--- config.mk ---
export PLATFORM = sky130hd
export DESIGN_NAME = frame_sync_ctrl_flat
export DESIGN_NICKNAME = d
export VERILOG_FILES = /design/src/rtl/frame_sync_ctrl_pkg.sv /design/src/rtl/frame_sync_ctrl_if.sv /design/src/rtl/frame_sync_ctrl_sync_shift_reg.sv /design/src/rtl/frame_sync_ctrl.sv /design/src/flat_wrapper.sv
export SDC_FILE = /design/constraint.sdc
export NUM_CORES = 1
export LEC_CHECK = 0
export ABC_CLOCK_PERIOD_IN_PS = 1500
export CAP_MARGIN = 10
export CORE_UTILIZATION = 35
export DETAILED_ROUTE_END_ITERATION = 6
export HOLD_SLACK_MARGIN = 0.06
export PLACE_DENSITY = 0.64
export SETUP_SLACK_MARGIN = 0.3
export SYNTH_ARGS = -nofsm -noshare
export SYNTH_HDL_FRONTEND = slang
export SYNTH_SLANG_ARGS = --single-unit
export TNS_END_PERCENT = 50
--- constraint.sdc ---
create_clock -name sys_clk -period 1.5 [get_ports sys_clk]
set_input_delay 0.15 -clock sys_clk [delete_from_list [all_inputs] [get_ports sys_clk]]
set_output_delay 0.15 -clock sys_clk [all_outputs]
set_load 0.05 [all_outputs]
--- src/rtl/frame_sync_ctrl_pkg.sv ---
// Shared types and default constants for the receive-side frame synchroniser.
package frame_sync_ctrl_pkg;

    // Lock/flywheel states; encoding is visible on the sync_state output.
    typedef enum logic [1:0] {
        StHunt     = 2'd0,
        StConfirm  = 2'd1,
        StLock     = 2'd2,
        StFlywheel = 2'd3
    } sync_state_t;

    localparam int unsigned HDR_W_DEF   = 4;
    localparam int unsigned PAY_W_DEF   = 12;
    localparam int unsigned FRAME_W_DEF = HDR_W_DEF + PAY_W_DEF;

    localparam logic [HDR_W_DEF-1:0] HEADER_DEF = 4'b0110;

endpackage

--- src/rtl/frame_sync_ctrl_if.sv ---
// Bit-stream input and frame/lock outputs of the frame synchroniser.
interface frame_sync_ctrl_if #(
    parameter int unsigned PAY_W = 12
);
    logic             bit_in;
    logic             bit_valid;
    logic [PAY_W-1:0] r_frame_data;
    logic             frame_valid;
    logic             frame_correct;
    logic             frame_err;
    logic [1:0]       sync_state;

    // Upstream demodulator side: supplies bits, observes frames.
    modport master (
        output bit_in,
        output bit_valid,
        input  r_frame_data,
        input  frame_valid,
        input  frame_correct,
        input  frame_err,
        input  sync_state
    );

    // Synchroniser side.
    modport slave (
        input  bit_in,
        input  bit_valid,
        output r_frame_data,
        output frame_valid,
        output frame_correct,
        output frame_err,
        output sync_state
    );
endinterface

--- src/rtl/frame_sync_ctrl_sync_shift_reg.sv ---
// Frame-wide shift register with bit counter and frame boundary flag.
// sh_next is the register contents including the bit being consumed this cycle.
module frame_sync_ctrl_sync_shift_reg
    import frame_sync_ctrl_pkg::*;
#(
    parameter int unsigned FRAME_W = FRAME_W_DEF
) (
    input  logic               sys_clk,
    input  logic               sys_rst,
    input  logic               bit_in,
    input  logic               bit_valid,
    input  logic               hunt,     // no frame alignment established
    input  logic               cnt_clr,  // header found while hunting: restart count
    output logic [FRAME_W-1:0] sh_next,
    output logic               boundary
);
    localparam int unsigned CntW = $clog2(FRAME_W);
    localparam logic [CntW-1:0] LastCnt = CntW'(FRAME_W - 1);

    // Only FRAME_W-1 bits of history are kept; the newest bit completes the frame.
    logic [FRAME_W-2:0] sh_q;
    logic [CntW-1:0]    bit_cnt_q;

    // Next shift contents and boundary detection for the bit being consumed.
    always_comb begin
        sh_next  = {sh_q, bit_in};
        boundary = !hunt && bit_valid && (bit_cnt_q == LastCnt);
    end

    // History and position-in-frame counter advance one step per valid bit.
    always_ff @(posedge sys_clk) begin
        if (sys_rst) begin
            sh_q      <= '0;
            bit_cnt_q <= '0;
        end else if (bit_valid) begin
            sh_q <= sh_next[FRAME_W-2:0];
            if (cnt_clr || (bit_cnt_q == LastCnt)) begin
                bit_cnt_q <= '0;
            end else begin
                bit_cnt_q <= bit_cnt_q + CntW'(1);
            end
        end
    end

endmodule

--- src/rtl/frame_sync_ctrl.sv ---
// Frame synchroniser: hunts for the header, confirms alignment, then runs a
// lock/flywheel state machine and strobes out each aligned payload.
module frame_sync_ctrl
    import frame_sync_ctrl_pkg::*;
#(
    parameter int unsigned       HDR_W     = HDR_W_DEF,
    parameter int unsigned       PAY_W     = PAY_W_DEF,
    parameter logic [HDR_W-1:0]  HEADER    = HEADER_DEF,
    parameter int unsigned       CONFIRM_N = 2,
    parameter int unsigned       MISS_M    = 3
) (
    input  logic                 sys_clk,
    input  logic                 sys_rst,
    frame_sync_ctrl_if.slave     bus
);
    localparam int unsigned FRAME_W = HDR_W + PAY_W;
    localparam int unsigned HitW    = $clog2(CONFIRM_N + 1);
    localparam int unsigned MissW   = $clog2(MISS_M + 1);

    sync_state_t        state_q, state_d;
    logic [HitW-1:0]    hit_cnt_q, hit_cnt_d, hit_inc;
    logic [MissW-1:0]   miss_cnt_q, miss_cnt_d, miss_inc;
    logic [PAY_W-1:0]   frame_data_q, frame_data_d;
    logic               frame_valid_q, frame_valid_d;
    logic               frame_err_q, frame_err_d;

    logic [FRAME_W-1:0] sh_next;
    logic               boundary;
    logic               hdr_hit;
    logic               hunt;
    logic               cnt_clr;
    logic [PAY_W-1:0]   payload;

    frame_sync_ctrl_sync_shift_reg #(
        .FRAME_W (FRAME_W)
    ) u_shift (
        .sys_clk   (sys_clk),
        .sys_rst   (sys_rst),
        .bit_in    (bus.bit_in),
        .bit_valid (bus.bit_valid),
        .hunt      (hunt),
        .cnt_clr   (cnt_clr),
        .sh_next   (sh_next),
        .boundary  (boundary)
    );

    // Header match and payload extraction on the window including the current bit.
    always_comb begin
        hdr_hit  = (sh_next[HDR_W-1:0] == HEADER);
        payload  = sh_next[FRAME_W-1:HDR_W];
        hunt     = (state_q == StHunt);
        cnt_clr  = hunt && bus.bit_valid && hdr_hit;
        hit_inc  = hit_cnt_q + HitW'(1);
        miss_inc = miss_cnt_q + MissW'(1);
    end

    // Next-state, counter and output decisions; only frame boundaries act outside HUNT.
    always_comb begin
        state_d       = state_q;
        hit_cnt_d     = hit_cnt_q;
        miss_cnt_d    = miss_cnt_q;
        frame_data_d  = frame_data_q;
        frame_valid_d = 1'b0;
        frame_err_d   = 1'b0;

        unique case (state_q)
            StHunt: begin
                if (cnt_clr) begin
                    state_d   = StConfirm;
                    hit_cnt_d = '0;
                end
            end
            StConfirm: begin
                if (boundary) begin
                    if (hdr_hit) begin
                        hit_cnt_d = hit_inc;
                        if (hit_inc == HitW'(CONFIRM_N)) begin
                            state_d = StLock;
                        end
                    end else begin
                        state_d    = StHunt;
                        hit_cnt_d  = '0;
                        miss_cnt_d = '0;
                    end
                end
            end
            StLock: begin
                if (boundary) begin
                    frame_valid_d = 1'b1;
                    frame_data_d  = payload;
                    if (!hdr_hit) begin
                        frame_err_d = 1'b1;
                        // A single allowed miss means the first miss already loses sync.
                        if (MISS_M == 1) begin
                            state_d    = StHunt;
                            hit_cnt_d  = '0;
                            miss_cnt_d = '0;
                        end else begin
                            state_d    = StFlywheel;
                            miss_cnt_d = MissW'(1);
                        end
                    end
                end
            end
            StFlywheel: begin
                if (boundary) begin
                    frame_valid_d = 1'b1;
                    frame_data_d  = payload;
                    if (hdr_hit) begin
                        state_d    = StLock;
                        miss_cnt_d = '0;
                    end else begin
                        frame_err_d = 1'b1;
                        miss_cnt_d  = miss_inc;
                        if (miss_inc == MissW'(MISS_M)) begin
                            state_d    = StHunt;
                            hit_cnt_d  = '0;
                            miss_cnt_d = '0;
                        end
                    end
                end
            end
            default: begin
                state_d    = StHunt;
                hit_cnt_d  = '0;
                miss_cnt_d = '0;
            end
        endcase
    end

    // State, counters and registered outputs; reset overrides any pending frame event.
    always_ff @(posedge sys_clk) begin
        if (sys_rst) begin
            state_q       <= StHunt;
            hit_cnt_q     <= '0;
            miss_cnt_q    <= '0;
            frame_data_q  <= '0;
            frame_valid_q <= 1'b0;
            frame_err_q   <= 1'b0;
        end else begin
            state_q       <= state_d;
            hit_cnt_q     <= hit_cnt_d;
            miss_cnt_q    <= miss_cnt_d;
            frame_data_q  <= frame_data_d;
            frame_valid_q <= frame_valid_d;
            frame_err_q   <= frame_err_d;
        end
    end

    assign bus.r_frame_data  = frame_data_q;
    assign bus.frame_valid   = frame_valid_q;
    assign bus.frame_err     = frame_err_q;
    assign bus.frame_correct = (state_q == StLock);
    assign bus.sync_state    = state_q;

endmodule

--- src/flat_wrapper.sv ---
// flat-port wrapper written by rule: the top's interface ports become plain ports
module frame_sync_ctrl_flat import frame_sync_ctrl_pkg::*;
#(
    parameter int unsigned       HDR_W     = HDR_W_DEF,
    parameter int unsigned       PAY_W     = PAY_W_DEF,
    parameter logic [HDR_W-1:0]  HEADER    = HEADER_DEF,
    parameter int unsigned       CONFIRM_N = 2,
    parameter int unsigned       MISS_M    = 3
)
  (sys_clk, sys_rst, bus_bit_in, bus_bit_valid, bus_r_frame_data, bus_frame_valid, bus_frame_correct, bus_frame_err, bus_sync_state);
  frame_sync_ctrl_if #(.PAY_W(PAY_W)) bus_i ();
  input  logic sys_clk;
  input  logic sys_rst;
  input wire logic [$bits(bus_i.bit_in)-1:0] bus_bit_in;
  input wire logic [$bits(bus_i.bit_valid)-1:0] bus_bit_valid;
  output wire logic [$bits(bus_i.r_frame_data)-1:0] bus_r_frame_data;
  output wire logic [$bits(bus_i.frame_valid)-1:0] bus_frame_valid;
  output wire logic [$bits(bus_i.frame_correct)-1:0] bus_frame_correct;
  output wire logic [$bits(bus_i.frame_err)-1:0] bus_frame_err;
  output wire logic [$bits(bus_i.sync_state)-1:0] bus_sync_state;
  assign bus_i.bit_in = bus_bit_in;
  assign bus_i.bit_valid = bus_bit_valid;
  assign bus_r_frame_data = bus_i.r_frame_data;
  assign bus_frame_valid = bus_i.frame_valid;
  assign bus_frame_correct = bus_i.frame_correct;
  assign bus_frame_err = bus_i.frame_err;
  assign bus_sync_state = bus_i.sync_state;
  frame_sync_ctrl #(.HDR_W(HDR_W), .PAY_W(PAY_W), .HEADER(HEADER), .CONFIRM_N(CONFIRM_N), .MISS_M(MISS_M)) u_core (.sys_clk(sys_clk), .sys_rst(sys_rst), .bus(bus_i));
endmodule
Word level (Yosys, flattened, before mapping)
Cells that the tools add are included.
W data, S select, Z words.
{ "classes": {"add_sub_neg": 3, "eq_ne": 17, "muxes": 27, "bitwise_logic": 2, "reduce_logical": 16} }
{ "op_table": {"columns": ["op", "n"], "rows": [
  ["$mux W2", 21],
  ["$pmux W2 S3", 2],
  ["$reduce_and A6 Y1", 2],
  ["$ne A2 B1 Y1 const B", 5],
  ["$eq A2 B2 Y1 const B", 4],
  ["$pmux W2 S4", 1],
  ["$reduce_and A7 Y1", 1],
  ["$ne A2 B2 Y1 const B", 3],
  ["$reduce_bool A3 Y1", 2],
  ["$add A2 B1 Y2 const B", 2],
  ["$add A4 B1 Y4 const B", 1],
  ["$eq A4 B3 Y1 const B", 1],
  ["$eq A4 B4 Y1 const B", 1],
  ["$logic_and A1 B1 Y1", 4],
  ["$mux W4", 1],
  ["$reduce_or A2 Y1", 2],
  ["$ne A3 B1 Y1 const B", 1],
  ["$ne A3 B3 Y1 const B", 1],
  ["$reduce_or A3 Y1", 1],
  ["$eq A2 B1 Y1 const B", 1],
  ["$logic_not A2 Y1", 1],
  ["$mux W1", 2],
  ["$not A1 Y1", 2],
  ["$reduce_and A2 Y1", 1],
  ["other kinds (2)", 2]
]} }
{ "totals": {"regBits": 39, "input_bits": 4, "output_inout_bits": 17, "wordCells": 73} }

Depth between registers and ports, before layout
Gate-level depths: netlist (run 1).
{ "depth": {"ltp_word": 6, "mapped_depth": 7, "depth_no_buf": 5} }

Cells and area by module
Synthesis (run 1) repeated with hierarchy kept, for this count alone.
{ "hier_totals": {"cells_unflattened": 175, "hier_area_um2": 1622.8} }
{ "by_module_without_submodules": {"columns": ["mod", "instances", "cells_per_inst", "area_per_inst_um2", "seq_area_each_um2"], "rows": [
  ["frame_sync_ctrl", 1, 102, 829.5, 400.4],
  ["frame_sync_ctrl_sync_shift_reg", 1, 73, 793.3, 380.4]
]} }

Worst setup path before layout (run 1)
OpenSTA, ideal clock, no wires.
{ "synth_timing": {"path_kind": "reg-to-output", "startpoint": "register (tool-made name)", "endpoint": "output port bus_frame_correct", "arrival_ns": 1.703, "required_ns": 1.350, "path_slack_ns": -0.353, "path_stages_with_launch": 3, "n_path_buf": 1, "cell_sequence": "dfxtp_1 -> clkbuf_1 -> nor2b_1"} }
{ "synth_rtl": {"columns": ["item", "line", "source"], "rows": [
  ["to (decl)", "flat_wrapper.sv:18", "output wire logic [$bits(bus_i.frame_correct)-1:0] bus_frame_correct;"]
]} }

Final worst setup path (run 1)
{ "layout_timing": {"startpoint": "register u_core.u_shift.bit_cnt_q[1]", "endpoint": "register u_core.miss_cnt_q[1]"} }
{ "layout_between": {"elab_chain_len": 4, "elab_cells_between_ends": 6, "cone_classes": "4 x eq/ne; 2 x reduce/logical"} }
{ "layout_rtl": {"columns": ["item", "line", "source"], "rows": [
  ["from (decl)", "frame_sync_ctrl_sync_shift_reg.sv:22", "logic [CntW-1:0] bit_cnt_q;"],
  ["from (signal assigned)", "frame_sync_ctrl_sync_shift_reg.sv:40", "bit_cnt_q <= bit_cnt_q + CntW'(1);"],
  ["$eq A4 B4 Y1 (*)", "frame_sync_ctrl_sync_shift_reg.sv:27", "boundary = !hunt && bit_valid && (bit_cnt_q == LastCnt);"],
  ["$logic_and A1 B1 Y1 (*)", "frame_sync_ctrl_sync_shift_reg.sv:27", null],
  ["$ne A2 B1 Y1 (no line)", null, null],
  ["$reduce_and A6 Y1 (no line) (*)", null, null],
  ["to (signal assigned)", "frame_sync_ctrl.sv:143", "miss_cnt_q <= miss_cnt_d;"],
  ["to (decl)", "frame_sync_ctrl.sv:22", "logic [MissW-1:0] miss_cnt_q, miss_cnt_d, miss_inc;"]
]} }
Every way passes the cells marked *; elsewhere a longest branch is shown, timed or not.
A chain may end at the register's enable or synchronous reset.

==> results of run 1 <==
-- per-stage QoR --
stage                     instances  total power, mW  util [%]  setup TNS [ps]  hold WS, ps
after detailed placement        236             1.15      44.4            -588          449
after global placement          236             1.15      44.4            -305          446
after global routing            246             1.93      49.0               0          474
after floorplan                 168             1.13         -               0          298
after CTS                       246             1.86      47.8               0          460
final                           246             1.85      49.0               0          454
-- layer usage --
metal	vias up	global-route usage, %	wire (um)
met5	-	0	0
met1	584	16.0	1390
met3	10	6.50	137
li1	629	-	-
met2	19	25.9	1570
met4	0	9.64	91
-- synthesized netlist by cell type, drive strengths merged, types with 2 or more instances --
| library cell | n |
|---|---|
| nand4 | 2 |
| nor2b | 2 |
| nor2 | 22 |
| nand2 | 28 |
| o2111ai | 2 |
| clkbuf | 8 |
| mux2i | 16 |
| o21ai | 5 |
| xor2 | 2 |
| dfxtp | 39 |
| buf | 4 |
| ha | 2 |
| a21oi | 15 |
| inv | 2 |
| nor3 | 3 |
-- cell type report --
type / count / area [um2] / share of cell area, %
Multi-Input combinational cell: 115 / 776 / 38.8
Clock inverter: 3 / 18.8 / 0.938
Sequential cell: 39 / 793 / 39.6
Tap cell: 50 / 62.6 / 3.13
Inverter: 2 / 7.51 / 0.375
Timing Repair Buffer: 32 / 275 / 13.8
Clock buffer: 5 / 68.8 / 3.44
-- what timing repair did --
item                                    in CTS  in global routing
gates resized for setup                     10                  8
pin swaps                                    8                  3
endpoints found under the setup margin      24                 33
setup buffers                                2                  0
hold buffers                                 0                  0
endpoints found under the hold margin        0                  0
-- cell families (layout without fill, tap and decap cells) --
group	count (synthesis)	count (layout)	share of synthesized area [%]
fa+ha+maj	2	2	1.65
compound gates	29	29	11.5
xor+xnor	3	3	1.73
mux	16	16	10.5
buf+inv	14	42	3.87
simple gates	65	65	19.3
flops	39	39	51.4
-- power breakdown --
| group | total [mW] | internal (mW) | switching (mW) |
|---|---|---|---|
| Combinational | 0.0911 | 0.0448 | 0.0464 |
| Sequential | 1.05 | 1.04 | 0.0102 |
| Clock | 0.707 | 0.324 | 0.383 |
| Total | 1.85 | 1.41 | 0.439 |
-- state kept, by name, indices dropped and copies added, names as in the netlist, named ones only --
| name | cells |
|---|---|
| u_core.bus.frame_err | 1 |
| u_core.bus.frame_valid | 1 |
| u_core.bus.r_frame_data | 12 |
| u_core.bus.sync_state | 1 |
| u_core.hit_cnt_q | 2 |
| u_core.miss_cnt_q | 2 |
| u_core.u_shift.bit_cnt_q | 4 |
| u_core.u_shift.sh_q | 15 |
-- worst max path at each step --
stage | from | to | slack (ps)
after floorplan | u_core.u_shift.bit_cnt_q[1]$_SDFFE_PP0P_ | u_core.miss_cnt_q[1]$_SDFFE_PP0P_ | 90
after global placement | bus_bit_valid | u_core.miss_cnt_q[0]$_SDFFE_PP0P_ | -90
after detailed placement | bus_bit_valid | u_core.miss_cnt_q[0]$_SDFFE_PP0P_ | -160
after CTS | u_core.u_shift.bit_cnt_q[1]$_SDFFE_PP0P_ | u_core.miss_cnt_q[1]$_SDFFE_PP0P_ | 140
after global routing | u_core.u_shift.bit_cnt_q[1]$_SDFFE_PP0P_ | u_core.miss_cnt_q[1]$_SDFFE_PP0P_ | 110
final | u_core.u_shift.bit_cnt_q[1]$_SDFFE_PP0P_ | u_core.miss_cnt_q[1]$_SDFFE_PP0P_ | 150
-- worst max-delay path: stages, from the launching register on --
cell and delay (ps):
dfxtp_2 360, ha_4 130, and4_4 230, nand2_4 50, or4_1 390, a21oi_1 130
==> reports/metrics.yaml, run 1 <==
floorplan:
  die_y_um: 67.9
  pin_count: 21
  core_area_mm2: 0.00409
  die_area_mm2: 0.00461
  start_util_pct: 37.2
  rows: 23
  die_w_um: 67.9
power:
  peakVddDrop_uv: 433
  power.density_mw_per_mm2: 924
  p_leak_nw: 0.806
timing:
  finalCritPeriodShare_pct: 90.3
  slew_headroom_pct: 78.6
  worst_pin_slew_ps: 319
  finClkSkew_ps: 4.69
  hold_violations: 0
  fin_crit_ps: 1350
  grt_setup_unrepaired: "yes"
  slew_viol_final: 0
  worst_slack_ps: 146
  finalSetupViolations: 0
  max_freq_mhz: 738
route:
  first_pass_iters: 4
  routed_wl_um: 3200
  wl_per_cell_um: 13.0
  postRouteAntennaNets: 0
  vias_per_cell: 5.05
  drtIter0Drc: 17
  vias: 1242
  drcViolationCount: 0
grt:
  grt_start_max_net_pins: 30
  grtUsageTotal_pct: 15.5
  grt_pass1_vias: 1133
  gr-total-overflow: 0
  grt_pass1_wl_um: 5040
  antenna_found_initial: 0
worst_setup_path:
  rrSetupSlack_ps: 150
  rr_worst_depth: 5
  rr_startpoint: "u_core.u_shift.bit_cnt_q[1]$_SDFFE_PP0P_"
  arrival_ps: 1590
  cp_max_fo: 3
  cp-end-kind: "flip-flop"
  critical_path_class: "reg2reg"
  required_ps: 1730
  worst_setup_path_start_kind: "flip-flop"
  regToRegEndpoint: "u_core.miss_cnt_q[1]$_SDFFE_PP0P_"
cells_and_area:
  area_delta_synth_final_pct: 31.7
  final_cell_mix: "dfxtp_1 (33), nand2_1 (25), buf_4 (24)"
  drive_gt1_share_pct: 29.6
  final_common_cell: "dfxtp_1"
  fillerInstances: 386
  nets: 201
  diodes: 0
  stdcell_area_mm2: 0.00200
logic_synthesis:
  synthesis.nets: 174
  syn_inst: 168
  netlist_top_cells_area: "dfxtp_1 (51%), mux2i_1 (11%), nand2_1 (6.7%), nor2_1 (5.4%), a21oi_1 (4.9%)"
  synth_area_mm2: 0.00152
  async_reset_ff_share_pct: 0
  ys.flop_type: "dfxtp_1"
  yosys.area.top_type_share_pct: 51.4
  yosysWarnings: 0
  avgSynthCellArea_um2: 9.05
  ys_seq_area_share_pct: 51.4
  ys_seq_elements: 39
  yosys.area.top_type: "dfxtp_1"
  synth.distinct_cells: 34
  synth_edf_count: 0
clock_network:
  cts.sinks: 39
  clk_latency_ps: 300
  path_clk_slew_ps: 70
  cts_buffer_depth: 2
  cts_root_buf: "clkbuf_8"
  tritoncts: "built"
  htree_levels: 2
  numCtsBuffers: 5
worst_hold_path:
  min_path_cells: 2
  hp-class: "reg2reg"
  min_from: "u_core.bus.r_frame_data[1]$_SDFFE_PP0P_"
  hold_path_end: "u_core.bus.r_frame_data[1]$_SDFFE_PP0P_"
job:
  maxCapViolations: 0
placed_design:
  port_buffers: 20
  dpl.hpwl_um: 2070
  place_ws_ps: -157
  gp_congestion: 0.787
  place_area_mm2: 0.00182
outcome:
  status: "complete, no violations"
Note: power is estimated with default switching activity, not from simulation.
==> inputs of run 2 (changes only) <==
Settings changed: DONT_BUFFER_PORTS from default to 1, HOLD_SLACK_MARGIN 0.06 to 0.1, PLACE_DENSITY 0.64 to 0.58.
==> reports/metrics.yaml, run 2 (synthesized netlist as in run 1, its figures left out) <==
worst_setup_path:
  arrival_ps: 1600
  worst_setup_path_start_kind: "flip-flop"
  critPathMaxStageDelay_ps: 420
  rrSetupSlack_ps: 130
  cp-end-kind: "flip-flop"
  crit_chain: "ha_4, and4_4, nand2_4, or4_4, a21oi_2"
  rr_startpoint: "u_core.u_shift.bit_cnt_q[1]$_SDFFE_PP0P_"
  cp_max_fo: 3
  regToRegEndpoint: "u_core.miss_cnt_q[1]$_SDFFE_PP0P_"
  critical_path_class: "reg2reg"
  cp_slowest_cell: "or4_4"
  crit_buf_inv: 0
  path_delay_family: "simple AND/OR/NAND/NOR gates"
  rr_worst_depth: 5
  required_ps: 1730
cells_and_area:
  fin_util_pct: 53.6
  nets: 212
  largest_register_ff_count: 15
  final_common_cell: "dfxtp_1"
  drive_gt1_share_pct: 33.0
  fillerInstances: 351
  multi_input_area_um2: 840
  final_cell_mix: "dfxtp_1 (33), nor2_1 (21), nand2_1 (20), buf_4 (20), dlygate4sd3_1 (17)"
  top_register: "u_core.u_shift.sh_q"
  regArea_um2: 793
  area_delta_synth_final_pct: 44.0
  diodes: 0
clock_network:
  cts_root_buf: "clkbuf_8"
  path_clk_slew_ps: 80
  htree_levels: 2
  tritoncts: "built"
  numCtsBuffers: 5
  cts.sinks: 39
  cts_buffer_depth: 2
  clk_latency_ps: 290
timing:
  slew_headroom_pct: 68.5
  hold_violations: 20
  finalSetupViolations: 0
  slew_viol_final: 0
  worst_pin_slew_ps: 472
  finalCritPeriodShare_pct: 91.4
  grt_setup_unrepaired: "yes"
  holdWs_ps: -83.9
  max_freq_mhz: 729
  finClkSkew_ps: 4.07
  fin_crit_ps: 1370
  worst_slack_ps: 128
power:
  p_leak_nw: 0.945
  clkPwrFrac_pct: 39.1
  power.density_mw_per_mm2: 843
  seqPwrFrac_pct: 57.0
  internal_power_mw: 1.45
  p_sw_mw: 0.395
  peakVddDrop_uv: 297
  power_frac_comb_pct: 3.9
  swShare_pct: 21.4
placed_design:
  place_ws_ps: -1.55
  dpl.hpwl_um: 1960
  port_buffers: 0
  gp_congestion: 0.738
floorplan:
  pin_count: 21
  die_w_um: 67.9
  rows: 23
  core_area_mm2: 0.00409
  die_y_um: 67.9
  die_area_mm2: 0.00461
  start_util_pct: 37.2
worst_hold_path:
  hp-class: "in2reg"
  min_from: "sys_rst"
  hold_path_end: "u_core.bus.r_frame_data[7]$_SDFFE_PP0P_"
  min_path_cells: 1
route:
  wl_per_cell_um: 14.2
  drtIter0Drc: 88
  vias_per_cell: 5.05
  first_pass_iters: 4
  drcViolationCount: 0
  postRouteAntennaNets: 0
  vias: 1293
  routed_wl_um: 3640
grt:
  grt_pass1_wl_um: 5460
  grt_start_max_net_pins: 36
  antenna_found_initial: 0
  gr-total-overflow: 0
  grt_pass1_vias: 1216
  grtUsageTotal_pct: 16.4
outcome:
  violations: "negative hold slack"
  status: "finished, violations left"
job:
  maxCapViolations: 0
-- run 2: worst max-delay path by stage --
stage | from | to | slack [ps] | cells past startpoint
after floorplan | u_core.u_shift.bit_cnt_q[1]$_SDFFE_PP0P_ | u_core.miss_cnt_q[1]$_SDFFE_PP0P_ | 90 | 6
after global placement | u_core.u_shift.bit_cnt_q[0]$_SDFFE_PP0P_ | u_core.miss_cnt_q[0]$_SDFFE_PP0P_ | 70 | 6
after detailed placement | u_core.u_shift.bit_cnt_q[0]$_SDFFE_PP0P_ | u_core.miss_cnt_q[0]$_SDFFE_PP0P_ | -2 | 6
after CTS | u_core.u_shift.bit_cnt_q[1]$_SDFFE_PP0P_ | u_core.u_shift.bit_cnt_q[1]$_SDFFE_PP0P_ | 130 | 6
after global routing | u_core.u_shift.bit_cnt_q[0]$_SDFFE_PP0P_ | u_core.hit_cnt_q[0]$_SDFFE_PP0P_ | 80 | 6
final | u_core.u_shift.bit_cnt_q[1]$_SDFFE_PP0P_ | u_core.miss_cnt_q[1]$_SDFFE_PP0P_ | 130 | 5
-- run 2: layout make-up --
| cell class | count | area share (%) |
|---|---|---|
| well taps | 50 | 2.86 |
| clock inverters | 1 | 0.229 |
| flip-flops and latches | 39 | 36.2 |
| repair buffers | 43 | 18.2 |
| inverters | 2 | 0.343 |
| clock buffers | 6 | 3.77 |
| multi-input cells | 115 | 38.3 |
-- run 2: per-stage QoR --
step | hold WS (ps) | TNS, ps | std cells | instance area [um2] | total power, mW
6_report | -83.9 | 0 | 256 | 2190 | 1.85
5_1_grt | -90.0 | 0 | 256 | 2190 | 1.90
4_1_cts | -84.2 | 0 | 251 | 2020 | 1.83
3_5_place_dp | 223 | -1.55 | 225 | 1710 | 1.11
3_3_place_gp | 223 | 0 | 225 | 1710 | 1.11
2_1_floorplan | 298 | 0 | 168 | 1580 | 1.13
-- run 2: power by group through the flow --
stage / logic [mW] / registers, mW / clock network, mW
6_report: 0.0715 / 1.05 / 0.722
5_1_grt: 0.0774 / 1.05 / 0.773
4_1_cts: 0.0563 / 1.05 / 0.726
3_5_place_dp: 0.0357 / 1.08 / 0
3_3_place_gp: 0.0342 / 1.08 / 0
2_1_floorplan: 0.0542 / 1.07 / 0
-- run 2: per-layer routing --
metal | up-vias | routed length [um] | track usage [%]
met2 | 28 | 1790 | 29.0
met3 | 9 | 175 | 4.83
met4 | 0 | 74 | 7.55
met5 | - | 0 | 0
met1 | 610 | 1600 | 17.8
li1 | 646 | - | -
-- run 2: repair_timing --
action | 4_1_cts | 5_1_grt
hold buffers | 16 | 1
setup endpoints to repair | 24 | 35
cloned | 0 | 1
pin swaps | 5 | 10
hold endpoints to repair | 38 | 22
resized for setup | 9 | 28
setup buffers | 3 | 3
==> inputs of run 3 (changes only) <==
Settings changed: GPL_TIMING_DRIVEN from default to 0.
==> reports/metrics.yaml, run 3 (synthesized netlist as in run 1, its figures left out) <==
outcome:
  status: "complete, no violations"
timing:
  worst_pin_slew_ps: 654
  max_freq_mhz: 672
  finClkSkew_ps: 5.96
  grt_setup_unrepaired: "yes"
  finalCritPeriodShare_pct: 99.2
  holdWs_ps: 84.2
  fin_crit_ps: 1490
  finalSetupViolations: 0
  slew_viol_final: 0
  hold_violations: 0
  slew_headroom_pct: 56.4
power:
  p_leak_nw: 0.795
  power.density_mw_per_mm2: 951
  peakVddDrop_uv: 368
  fin_total_pwr_mw: 1.93
route:
  wl_per_cell_um: 14.5
  postRouteAntennaNets: 0
  vias_per_cell: 5.18
  first_pass_iters: 4
  routed_wl_um: 3510
  vias: 1253
  drtIter0Drc: 64
  drcViolationCount: 0
floorplan:
  die_w_um: 67.9
  start_util_pct: 37.2
  rows: 23
  core_area_mm2: 0.00409
  die_area_mm2: 0.00461
  pin_count: 21
  die_y_um: 67.9
grt:
  antenna_found_initial: 0
  gr-total-overflow: 0
  grt_pass1_wl_um: 5170
  grt_pass1_vias: 1184
  grt_start_max_net_pins: 13
  grtUsageTotal_pct: 15.5
cells_and_area:
  top_register: "u_core.u_shift.sh_q"
  diodes: 0
  drive_gt1_share_pct: 31.8
  final_cell_mix: "dfxtp_1 (33), nor2_1 (21), nand2_1 (20)"
  largest_register_ff_count: 15
  final_common_cell: "dfxtp_1"
  area_delta_synth_final_pct: 33.7
  nets: 197
worst_hold_path:
  hp-class: "in2reg"
worst_setup_path:
  path_delay_family: "simple AND/OR/NAND/NOR gates"
  crit_chain: "ha_4, and4_1, buf_6, nand2_4, or4_4, a21oi_2"
  critPathMaxStageDelay_ps: 420
  required_ps: 1720
  worst_setup_path_start_kind: "flip-flop"
  arrival_ps: 1710
  cp_slowest_cell: "or4_4"
  critical_path_class: "reg2reg"
  cp-end-kind: "flip-flop"
  cp_max_fo: 6
  crit_buf_inv: 1
clock_network:
  tritoncts: "built"
  clk_latency_ps: 290
  cts_root_buf: "clkbuf_8"
  cts.sinks: 39
  path_clk_slew_ps: 80
  htree_levels: 2
  hold_buffers: 1
  cts_buffer_depth: 2
  numCtsBuffers: 5
job:
  maxCapViolations: 0
placed_design:
  dpl.hpwl_um: 2120
  port_buffers: 0
  gp_congestion: 0.877
## run 3: changes by cell type in the layout (fill, tap and decap cells not counted), sizes merged
cell         delta
buf             -5
clkbuf          +7
clkinv          -1
dlygate4sd3    -16
inv             +1
## run 3: layer usage
| layer | wire (um) | GRT usage, % |
|---|---|---|
| met1 | 1550 | 17.4 |
| met2 | 1760 | 26.9 |
| met3 | 135 | 5.17 |
| met4 | 68 | 5.73 |
| met5 | 0 | 0 |
## run 3: area by class of cell
class	count	area [um2]
fill	383	2050
multi-input combinational	115	822
sequential	39	796
timing repair buffer	16	146
clock buffer	7	96.3
buffer	12	96.3
tap	50	62.6
inverter	2	7.51
clock inverter	1	6.26
## run 3: worst paths after layout
kind | startpoint | endpoint | slack, ps | cells past startpoint
setup / recovery | u_core.u_shift.bit_cnt_q[0]$_SDFFE_PP0P_ | u_core.miss_cnt_q[1]$_SDFFE_PP0P_ | 10 | 6
hold / removal | bus_bit_in | u_core.bus.frame_err$_SDFF_PP0_ | 80 | 2
setup reg to reg | u_core.u_shift.bit_cnt_q[0]$_SDFFE_PP0P_ | u_core.miss_cnt_q[1]$_SDFFE_PP0P_ | 10 | 6
hold reg to reg | u_core.u_shift.sh_q[14]$_SDFFE_PP0P_ | u_core.bus.r_frame_data[11]$_SDFFE_PP0P_ | 480 | 2
## run 3: metrics by stage
stage	cells	setup TNS (ps)	setup slack, ps	utilization [%]	area [um2]
2_1_floorplan	168	0	91.4	-	1580
3_3_place_gp	218	-3.29	-2.87	40.1	1640
3_5_place_dp	218	-53.2	-27.7	40.1	1640
4_1_cts	238	0	69.9	46.4	1900
5_1_grt	242	-44.5	-44.5	49.8	2030
6_report	242	0	12.5	49.8	2030
## run 3: repair_timing
action | 4_1_cts | 5_1_grt
buffers inserted | 11 | 3
resized for setup | 12 | 26
gates cloned | 0 | 1
pin swaps | 9 | 12
endpoints found under the hold margin | 1 | 1
endpoints found under the setup margin | 25 | 25
## run 3: power breakdown
part | switching [mW] | internal [mW] | total [mW]
clock network | 0.368 | 0.420 | 0.787
logic | 0.0492 | 0.0459 | 0.0951
registers | 0.0117 | 1.04 | 1.05
total | 0.429 | 1.51 | 1.93
## run 3: worst reg2reg max path: cells and delay by family, from the launching register on
kind / cells / cell delay [ps]
AOI/OAI and AO/OA: 1 / 130
DFF: 1 / 360
and+or+nand+nor: 3 / 660
adders and majority gates: 1 / 130
buffers and inverters: 1 / 130
